## src/rtl/uart_pkg.sv

```systemverilog
// Shared definitions for the UART frame path (RX decoder now, TX encoder later).
//   state_e        : decoder FSM state encoding (IDLE=0, ADDR=1, DATA=2, CKSUM=3)
//   SyncDefault    : default frame start byte
//   calc_cksum()   : frame checksum, addr ^ data ^ sync
package uart_pkg;

  typedef enum logic [1:0] {
    StIdle  = 2'd0,
    StAddr  = 2'd1,
    StData  = 2'd2,
    StCksum = 2'd3
  } state_e;

  localparam logic [7:0] SyncDefault = 8'hA5;

  function automatic logic [7:0] calc_cksum(input logic [7:0] addr, input logic [7:0] data,
                                            input logic [7:0] sync);
    return addr ^ data ^ sync;
  endfunction

endpackage

```

## src/rtl/uart_gap_timer.sv

```systemverilog
// Inter-byte gap timer for the frame decoder.
//   clk, reset : clock and synchronous active-high reset
//   clear      : force the count to zero (byte accepted, or decoder idle)
//   run        : count this cycle
//   expired    : one-cycle pulse on the cycle the count sits at TIMEOUT-1 while running
module uart_gap_timer #(
  parameter int unsigned TIMEOUT = 200
) (
  input  logic clk,
  input  logic reset,
  input  logic clear,
  input  logic run,
  output logic expired
);

  localparam logic [15:0] Limit = 16'(TIMEOUT - 1);

  logic [15:0] count_q, count_d;

  always_comb begin
    count_d = count_q;
    if (clear) begin
      count_d = 16'd0;
    end else if (run && (count_q != 16'hFFFF)) begin
      // Saturate rather than wrap.
      count_d = count_q + 16'd1;
    end
  end

  // clear has priority: a byte arriving on the expiry cycle suppresses the timeout.
  assign expired = run && !clear && (count_q == Limit);

  always_ff @(posedge clk) begin
    if (reset) begin
      count_q <= 16'd0;
    end else begin
      count_q <= count_d;
    end
  end

endmodule

```

## src/rtl/uart_frame_decoder.sv

```systemverilog
// Decodes 4-byte register-write frames (sync, addr, data, checksum) from the UART
// receiver byte stream and drives the register-bank write port.
//   clk, reset   : bit clock, synchronous active-high reset
//   in_data      : received byte (index 0 = MSB), valid when in_ready
//   in_ready     : one-cycle byte-valid pulse
//   wr_addr/data : address/data of the last valid frame
//   wr_strobe    : one-cycle pulse, wr_addr/wr_data updated
//   err_cksum    : one-cycle pulse, checksum mismatch, frame dropped
//   err_timeout  : one-cycle pulse, inter-byte gap exceeded, frame dropped
//   busy         : frame partially received
module uart_frame_decoder
  import uart_pkg::*;
#(
  parameter logic [7:0]  SYNC    = SyncDefault,
  parameter int unsigned TIMEOUT = 200
) (
  input  logic       clk,
  input  logic       reset,
  input  logic [0:7] in_data,
  input  logic       in_ready,
  output logic [0:7] wr_addr,
  output logic [0:7] wr_data,
  output logic       wr_strobe,
  output logic       err_cksum,
  output logic       err_timeout,
  output logic       busy
);

  state_e     state_q, state_d;
  logic [0:7] addr_q, addr_d;
  logic [0:7] data_q, data_d;
  logic [0:7] wr_addr_q, wr_addr_d;
  logic [0:7] wr_data_q, wr_data_d;
  logic       wr_strobe_q, wr_strobe_d;
  logic       err_cksum_q, err_cksum_d;
  logic       err_timeout_q, err_timeout_d;
  logic       busy_q, busy_d;
  logic       timer_clear, timer_run, expired;

  assign timer_clear = in_ready || (state_q == StIdle);
  assign timer_run   = (state_q != StIdle) && !in_ready;

  uart_gap_timer #(
    .TIMEOUT(TIMEOUT)
  ) u_gap_timer (
    .clk    (clk),
    .reset  (reset),
    .clear  (timer_clear),
    .run    (timer_run),
    .expired(expired)
  );

  always_comb begin
    state_d       = state_q;
    addr_d        = addr_q;
    data_d        = data_q;
    wr_addr_d     = wr_addr_q;
    wr_data_d     = wr_data_q;
    wr_strobe_d   = 1'b0;
    err_cksum_d   = 1'b0;
    err_timeout_d = 1'b0;
    if (in_ready) begin
      unique case (state_q)
        StIdle: begin
          if (in_data == SYNC) state_d = StAddr;
        end
        StAddr: begin
          addr_d  = in_data;
          state_d = StData;
        end
        StData: begin
          data_d  = in_data;
          state_d = StCksum;
        end
        StCksum: begin
          if (in_data == calc_cksum(addr_q, data_q, SYNC)) begin
            wr_addr_d   = addr_q;
            wr_data_d   = data_q;
            wr_strobe_d = 1'b1;
          end else begin
            err_cksum_d = 1'b1;
          end
          state_d = StIdle;
        end
        default: state_d = StIdle;
      endcase
    end else if (expired) begin
      err_timeout_d = 1'b1;
      state_d       = StIdle;
      addr_d        = '0;
      data_d        = '0;
    end
    busy_d = (state_d != StIdle);
  end

  always_ff @(posedge clk) begin
    if (reset) begin
      state_q       <= StIdle;
      addr_q        <= '0;
      data_q        <= '0;
      wr_addr_q     <= '0;
      wr_data_q     <= '0;
      wr_strobe_q   <= 1'b0;
      err_cksum_q   <= 1'b0;
      err_timeout_q <= 1'b0;
      busy_q        <= 1'b0;
    end else begin
      state_q       <= state_d;
      addr_q        <= addr_d;
      data_q        <= data_d;
      wr_addr_q     <= wr_addr_d;
      wr_data_q     <= wr_data_d;
      wr_strobe_q   <= wr_strobe_d;
      err_cksum_q   <= err_cksum_d;
      err_timeout_q <= err_timeout_d;
      busy_q        <= busy_d;
    end
  end

  assign wr_addr     = wr_addr_q;
  assign wr_data     = wr_data_q;
  assign wr_strobe   = wr_strobe_q;
  assign err_cksum   = err_cksum_q;
  assign err_timeout = err_timeout_q;
  assign busy        = busy_q;

endmodule

```

## config.mk

```make
export PLATFORM = sky130hd
export DESIGN_NAME = uart_frame_decoder
export DESIGN_NICKNAME = d
export VERILOG_FILES = /design/src/rtl/uart_pkg.sv /design/src/rtl/uart_gap_timer.sv /design/src/rtl/uart_frame_decoder.sv
export SDC_FILE = /design/constraint.sdc
export NUM_CORES = 1
export LEC_CHECK = 0
export ABC_AREA = 1
export CORE_ASPECT_RATIO = 0.8
export CORE_MARGIN = 2
export CORE_UTILIZATION = 44
export DETAILED_ROUTE_END_ITERATION = 6
export PLACE_DENSITY_LB_ADDON = 0.25
export SLEW_MARGIN = 20
export SYNTH_ARGS = -nofsm -noshare
export SYNTH_HDL_FRONTEND = slang
export SYNTH_SLANG_ARGS = --single-unit
```

## constraint.sdc

```tcl
create_clock -name clk -period 2.3 [get_ports clk]
set_input_delay 0.46 -clock clk [delete_from_list [all_inputs] [get_ports clk]]
set_output_delay 0.46 -clock clk [all_outputs]
set_load 0.02 [all_outputs]
```

==> results of run 1 <==
[synthesized netlist by cell type (all sizes together)]
library cell / instances / area share
nand2: 146 / 0.19
inv: 85 / 0.11
nor2: 59 / 0.088
dfxtp: 54 / 0.36
a21oi: 22 / 0.040
nand4: 21 / 0.046
nand3: 19 / 0.036
o21ai: 14 / 0.024
xor2: 9 / 0.027
clkbuf: 7 / 0.0089
buf: 5 / 0.013
ha: 5 / 0.021
nor3: 5 / 0.010
nand3b: 4 / 0.014
a211oi: 1 / 0.0025
clkinv: 1 / 0.0013
nor3b: 1 / 0.0025
o211ai: 1 / 0.0025
xnor2: 1 / 0.0030
[worst min-delay path by stage]
stage / start / end / slack [ns] / depth (start not counted)
2_1_floorplan: data_q[0]$_SDFFE_PP0P_ / data_q[0]$_SDFFE_PP0P_ / 0.44 / 2
3_3_place_gp: data_q[0]$_SDFFE_PP0P_ / data_q[0]$_SDFFE_PP0P_ / 0.46 / 2
3_5_place_dp: data_q[0]$_SDFFE_PP0P_ / data_q[0]$_SDFFE_PP0P_ / 0.47 / 2
4_1_cts: data_q[0]$_SDFFE_PP0P_ / data_q[0]$_SDFFE_PP0P_ / 0.48 / 2
5_1_grt: data_q[6]$_SDFFE_PP0P_ / data_q[6]$_SDFFE_PP0P_ / 0.52 / 2
6_report: data_q[0]$_SDFFE_PP0P_ / data_q[0]$_SDFFE_PP0P_ / 0.49 / 2
[worst max-delay path, cell delays in order (launching register included)]
cell	delay, ns
dfxtp_1	0.40
inv_1	0.10
ha_1	0.25
nor2_2	0.14
inv_2	0.07
nor2_2	0.14
nand4_2	0.21
nand2_2	0.25
inv_2	0.13
nor2_1	0.14
nor2_1	0.06
[kinds of logic after synthesis]
family	after synthesis	share of synthesized area
flops	54	0.3643
fa+ha+maj	5	0.02108
simple gates	255	0.3866
compound gates	38	0.06830
xor+xnor	10	0.02951
buf+inv	98	0.1303
[state kept, by name, summed over array words and instances (netlist names)]
| signal | flops |
|---|---|
| busy | 1 |
| wr_strobe | 1 |
| data_q | 8 |
| addr_q | 8 |
| err_timeout | 1 |
| err_cksum | 1 |
| state_q | 2 |
| wr_addr | 8 |
| u_gap_timer.count_q | 16 |
| wr_data | 8 |
[report_power, final]
part	internal (W)	total (W)	switching, W	leakage [nW]
combinational	0.0000781	0.000210	0.000132	1.09
sequential	0.000952	0.000967	0.0000148	0.436
clock	0.000211	0.000511	0.000300	0.0383
[routing by layer]
metal  global-route usage  vias to the layer above  wire (um)
met4              0.03429                        0         27
met3              0.03592                        2        349
met2               0.2965                       71       2814
met1               0.3185                     1281       3697
li1                     -                     1478          -
met5                    0                        -          0
[cell type report]
cell class / count / area, sq um / share of cell area
inverters: 86 / 322.8 / 0.09287
multi-input cells: 308 / 1500 / 0.4316
repair buffers: 42 / 390.4 / 0.1123
flip-flops and latches: 54 / 1081 / 0.3110
clock buffers: 7 / 76.32 / 0.02196
well taps: 84 / 105.1 / 0.03024
[stage by stage]
stage	instances	cell area, sq um
global route	581	3476
floorplan	460	2968
finish	581	3476
detailed placement	574	3400
CTS	581	3476
global placement	574	3400
==> results.md, run 1 <==
* Outcome: completed
* FP Rows at 26
* Postcts setup bufs at 0
* MaxCap Viol Count at 0
* Final period util at 0.8633
* Post-route ant nets at 0
* Number of global-route vias before repair at between 2000 and 3000
* Worst Setup SP: state_q[0]$_SDFF_PP0_
* Critical Path Fanout Max at 9
* TritonCTS Sinks at 54
* 1st-iter DRT viols at 240
* Clk buf depth at 2
* CP Capture Type: flop
* Critical path class: flop to flop
* Commonest non-fill, non-tap cell in the layout: nand2_1
* Share of cells above drive strength 1 at 0.09658
* # IOs at 31
* Most frequent cells in the layout: 141 x nand2_1, 73 x inv_1, 54 x dfxtp_1
* Yosys cell types at 30
* Total power at 0.001688 W
* Die width at around 96 um
* Crit path arrival time at 2.19 ns
* CP Launch Type: flop
* Yosys warns at 0
* Die ar. at 7422 sq um
* Root buffer cell: clkbuf_8
* Critical register-to-register path endpoint: data_q[7]$_SDFFE_PP0P_
* Syn Area/Cell at around 6.5 sq um
* Layout area overhead at 17.12%
* Fillcell total at between 600 and 700
* ANT cells at 0
* Clock H-tree levels at 2
* Syn_nets at ~480
* Setup violators final at 0
* Slew at the pin with the worst max-slew slack at 0.4673 ns
* Hpwl dp at between 5000 and 6000 um
* Initial antenna violation count at 0
* Hold Vio Cnt, Final at 0
* Skew-Pair Late Insertion Delay at 0.31 ns
* PortBufs at 30
* Post-CTS Hold Fix Bufs at 0
* Largest net degree at the start of global routing at 18
* Post-route worst setup slack at between 0.3 and 0.4 ns
* Cts repair resizes at 0
* Final #Nets at roughly 510
* Die height at roughly 77 um
* Crit path time final at roughly 2.0 ns
* Routed WL at between 6000 and 7000 um
* Pre-CTS setup slack at between 0.1 and 0.15 ns
* R2r setup slk at approximately 0.31 ns
* Mapped Area at between 2000 and 3000 sq um
* GPL Wtd Cong at roughly 0.90
* Worst EP required at approximately 2.5 ns
* Drt pass-1 iters at 5
* Routed via count at roughly 2800
* Drc violations at 0
* Post-synthesis sequential area ratio at 0.3642
* Mapped Cells at between 400 and 500
* Area of the core at roughly 6400 sq um
* F_max at 503.6 MHz
* Slew Viols, Final at 0
* Initial Utilization at 0.4608
* GRT Total Usage at 0.2046
* Hold Crit Class: flop to flop
* Seq cells post-synth at between 50 and 60
* Hold WS at ~0.49 ns
* Num CTS Buffers at 5
* Slew HR at 0.6881
* Worst setup path end: data_q[7]$_SDFFE_PP0P_
* Maximum vdd drop at approximately 0.28 mV
* Post-Route Utilization at 0.5396
* CTS tree: yes
* Congestion Overflow GR at 0
* Worst reg2reg path depth at 10
* Worst Skew at 0.008208 ns
* Power per standard cell area at approximately 500 nW/um^2
* R2R Path Start: state_q[0]$_SDFF_PP0_
* Clock transition at the registers of the reported paths at approximately 0.10 ns
* First-pass GRT wire length at 12130 um
* RSZ-0062 raised after global routing: false
* Leak at about 1.6 nW
* TNS Setup at 0 ns
* Vias/cell at between 4 and 5
* Routed len/inst at between 10 and 15 um
Note: power is estimated with default switching activity, not from simulation.
==> run 2, diff against run 1 <==
==> constraint.sdc (replaced) <==
create_clock -name clk -period 2.3 [get_ports clk]
set_input_delay 0.46 -clock clk [delete_from_list [all_inputs] [get_ports clk]]
set_output_delay 0.46 -clock clk [all_outputs]
set_load 0.01 [all_outputs]
==> results of run 2 <==
The final DEF is identical to that of run 1. Status: completed.
Among the figures that moved: total power 0.001688 W -> 0.001686 W; worst IR drop on VDD 0.2806 mV -> 0.2730 mV
==> run 3, diff against run 2 <==
Settings changed: CELL_PAD_IN_SITES_DETAIL_PLACEMENT from default to 0, CELL_PAD_IN_SITES_GLOBAL_PLACEMENT from default to 1, CORE_UTILIZATION 44 to 40, SKIP_CTS_REPAIR_TIMING from default to 1, SKIP_LAST_GASP from default to 1.
==> run 3 against run 2 <==
Net effect:
- register-to-register slack is essentially flat
- maximum frequency fell by 0.63%
- power increased by 16%
- clock-buffer cell count fell by 1
- setup slack got worse by 0.013 ns
- critical path type unchanged
- largest cell class unchanged
==> results.md, run 3 (same netlist as run 1, synthesis figures left out) <==
* WHS Endpoint: data_q[6]$_SDFFE_PP0P_
* Number of global-route vias before repair at between 2000 and 2500
* Area of the core at ~7300 sq um
* Drc violations at 0
* 1st-iter DRT viols at between 150 and 200
* RSZ-0062 raised after global routing: false
* Clock transition at the registers of the reported paths at 0.09 ns
* Biggest register: u_gap_timer.count_q
* Initial Utilization at 0.4073
* R2R Path Start: u_gap_timer.count_q[0]$_SDFFE_PP0P_
* Slew Viols, Final at 0
* Layout area overhead at 19.01%
* CP Launch Type: flop
* Fillcell total at between 700 and 800
* Initial antenna violation count at 0
* Leak at 1.580 nW
* F_max at 500.4 MHz
* Routed via count at between 2000 and 3000
* # IOs at 31
* GPL Wtd Cong at between 0.8 and 0.9
* Congestion Overflow GR at 0
* Root buffer cell: clkbuf_8
* Dpl cell area at approximately 3400 sq um
* Critical register-to-register path endpoint: u_gap_timer.count_q[11]$_SDFFE_PP0P_
* CP most frequent cell: nand2_1
* Hold Vio Cnt, Final at 0
* Largest net degree at the start of global routing at 18
* Vias/cell at around 4.6
* Final #Nets at 509
* Clock H-tree levels at 2
* Skew-Pair Late Insertion Delay at approximately 0.32 ns
* Worst Skew at ~0.012 ns
* Die ar. at a little over 8000 sq um
* Num CTS Buffers at 5
* Die height at between 80 and 90 um
* Crit path buffers/inverters at 1
* Clk buf depth at 2
* Power per standard cell area at around 550 nW/um^2
* Critical path class: flop to flop
* Die width at about 100 um
* Setup violators final at 0
* MaxCap Viol Count at 0
* Maximum vdd drop at ~0.29 mV
* Routed len/inst at approximately 12 um
* Slew HR at 0.5580
* Hold Startpoint: data_q[6]$_SDFFE_PP0P_
* Share of cells above drive strength 1 at 0.09514
* Final period util at 0.8688
* Finished Cell Area at 3532 sq um
* Total power at ~0.0020 W
* Max reg flops at 16
* R2r setup slk at roughly 0.30 ns
* Worst hold stages at 2
* Outcome: completed
* Crit path arrival time at roughly 2.2 ns
* TritonCTS Sinks at 54
* First-pass GRT wire length at 11900 um
* Hold Crit Class: flop to flop
* Highest-delay cell along the critical path: nor2_2
* TNS Setup at 0 ns
* Post-route ant nets at 0
* Largest delay share family, worst path: simple AND/OR/NAND/NOR gates
* ANT cells at 0
* CTS tree: yes
* Worst EP required at 2.51 ns
* Max incr delay on CP at about 0.52 ns
* GRT Total Usage at 0.1870
* Commonest non-fill, non-tap cell in the layout: nand2_1
* Drt pass-1 iters at 4
* Crit path time final at roughly 2 ns
* FP Rows at 28
* CP Capture Type: flop
* Most frequent cells in the layout: 141 x nand2_1, 73 x inv_1, 54 x dfxtp_1
* Worst reg2reg path depth at 11
* Critical Path Fanout Max at 15
* Slew at the pin with the worst max-slew slack at between 0.6 and 0.7 ns
* Critical Path, Cell by Cell: ha_1 -> nand2_1 -> inv_2 -> nand2_1 -> nor2_4 -> nand3b_4 -> nor2_4 -> nor2_2 -> nand3_1 -> nand2_1 -> nor2_1
* PortBufs at 30
* Routed WL at 7095 um
* Hpwl dp at 5397 um
==> run 3: cell types whose count changed in the layout (fill, tap and decap cells not counted) <==
| cell | previous run | this run |
|---|---|---|
| clkbuf_1 | 2 | 0 |
| buf_12 | 0 | 1 |
| clkbuf_8 | 5 | 6 |
| buf_4 | 12 | 7 |
| bufinv_16 | 0 | 2 |
==> run 3: final cells by class <==
type | instances | area [sq um] | area share
sequential | 54 | 1081 | 0.3061
multi-input combinational | 308 | 1500 | 0.4247
timing repair buffer | 38 | 372.9 | 0.1056
tap | 90 | 112.6 | 0.03188
clock buffer | 6 | 82.58 | 0.02338
clock inverter | 2 | 60.06 | 0.01700
inverter | 86 | 322.8 | 0.09139
==> run 3: routing by layer <==
metal / track usage / wire, um / vias up
met5: 0 / 0 / -
met4: 0.04110 / 68 / 0
met3: 0.03184 / 348 / 7
met2: 0.2510 / 2566 / 59
met1: 0.3026 / 4111 / 1172
li1: - / - / 1471
==> run 3: worst min-delay path, cell delays in order (launching register included) <==
cell     delay, ns
dfxtp_1       0.33
nand2_1       0.07
a21oi_1       0.05
==> run 3: power breakdown <==
part	switching [W]	internal (W)	leakage, nW
Clock	0.000316	0.000464	0.0714
Sequential	0.0000141	0.000952	0.436
Combinational	0.000129	0.0000749	1.07
==> run 3: per-stage QoR <==
step | hold slack (ns) | util | worst slack, ns | instances
after floorplan | 0.4446 | - | 0.6553 | 460
after global placement | 0.4696 | 0.4651 | 0.1285 | 576
after detailed placement | 0.4736 | 0.4651 | 0.07962 | 576
after CTS | 0.4879 | 0.4847 | 0.3348 | 584
after global routing | 0.5098 | 0.4847 | 0.1285 | 584
final | 0.4908 | 0.4847 | 0.3017 | 584
==> run 3: worst max path at each step <==
stage,cells after the start,slack (ns),startpoint,to
6_report,11,0.30,u_gap_timer.count_q[0]$_SDFFE_PP0P_,u_gap_timer.count_q[11]$_SDFFE_PP0P_
3_5_place_dp,8,0.08,in_ready,wr_data[7]$_SDFFE_PP0P_
4_1_cts,11,0.33,u_gap_timer.count_q[0]$_SDFFE_PP0P_,u_gap_timer.count_q[11]$_SDFFE_PP0P_
5_1_grt,10,0.13,u_gap_timer.count_q[0]$_SDFFE_PP0P_,u_gap_timer.count_q[7]$_SDFFE_PP0P_
3_3_place_gp,8,0.13,in_ready,wr_addr[0]$_SDFFE_PP0P_
2_1_floorplan,10,0.66,state_q[0]$_SDFF_PP0_,addr_q[1]$_SDFFE_PP0P_
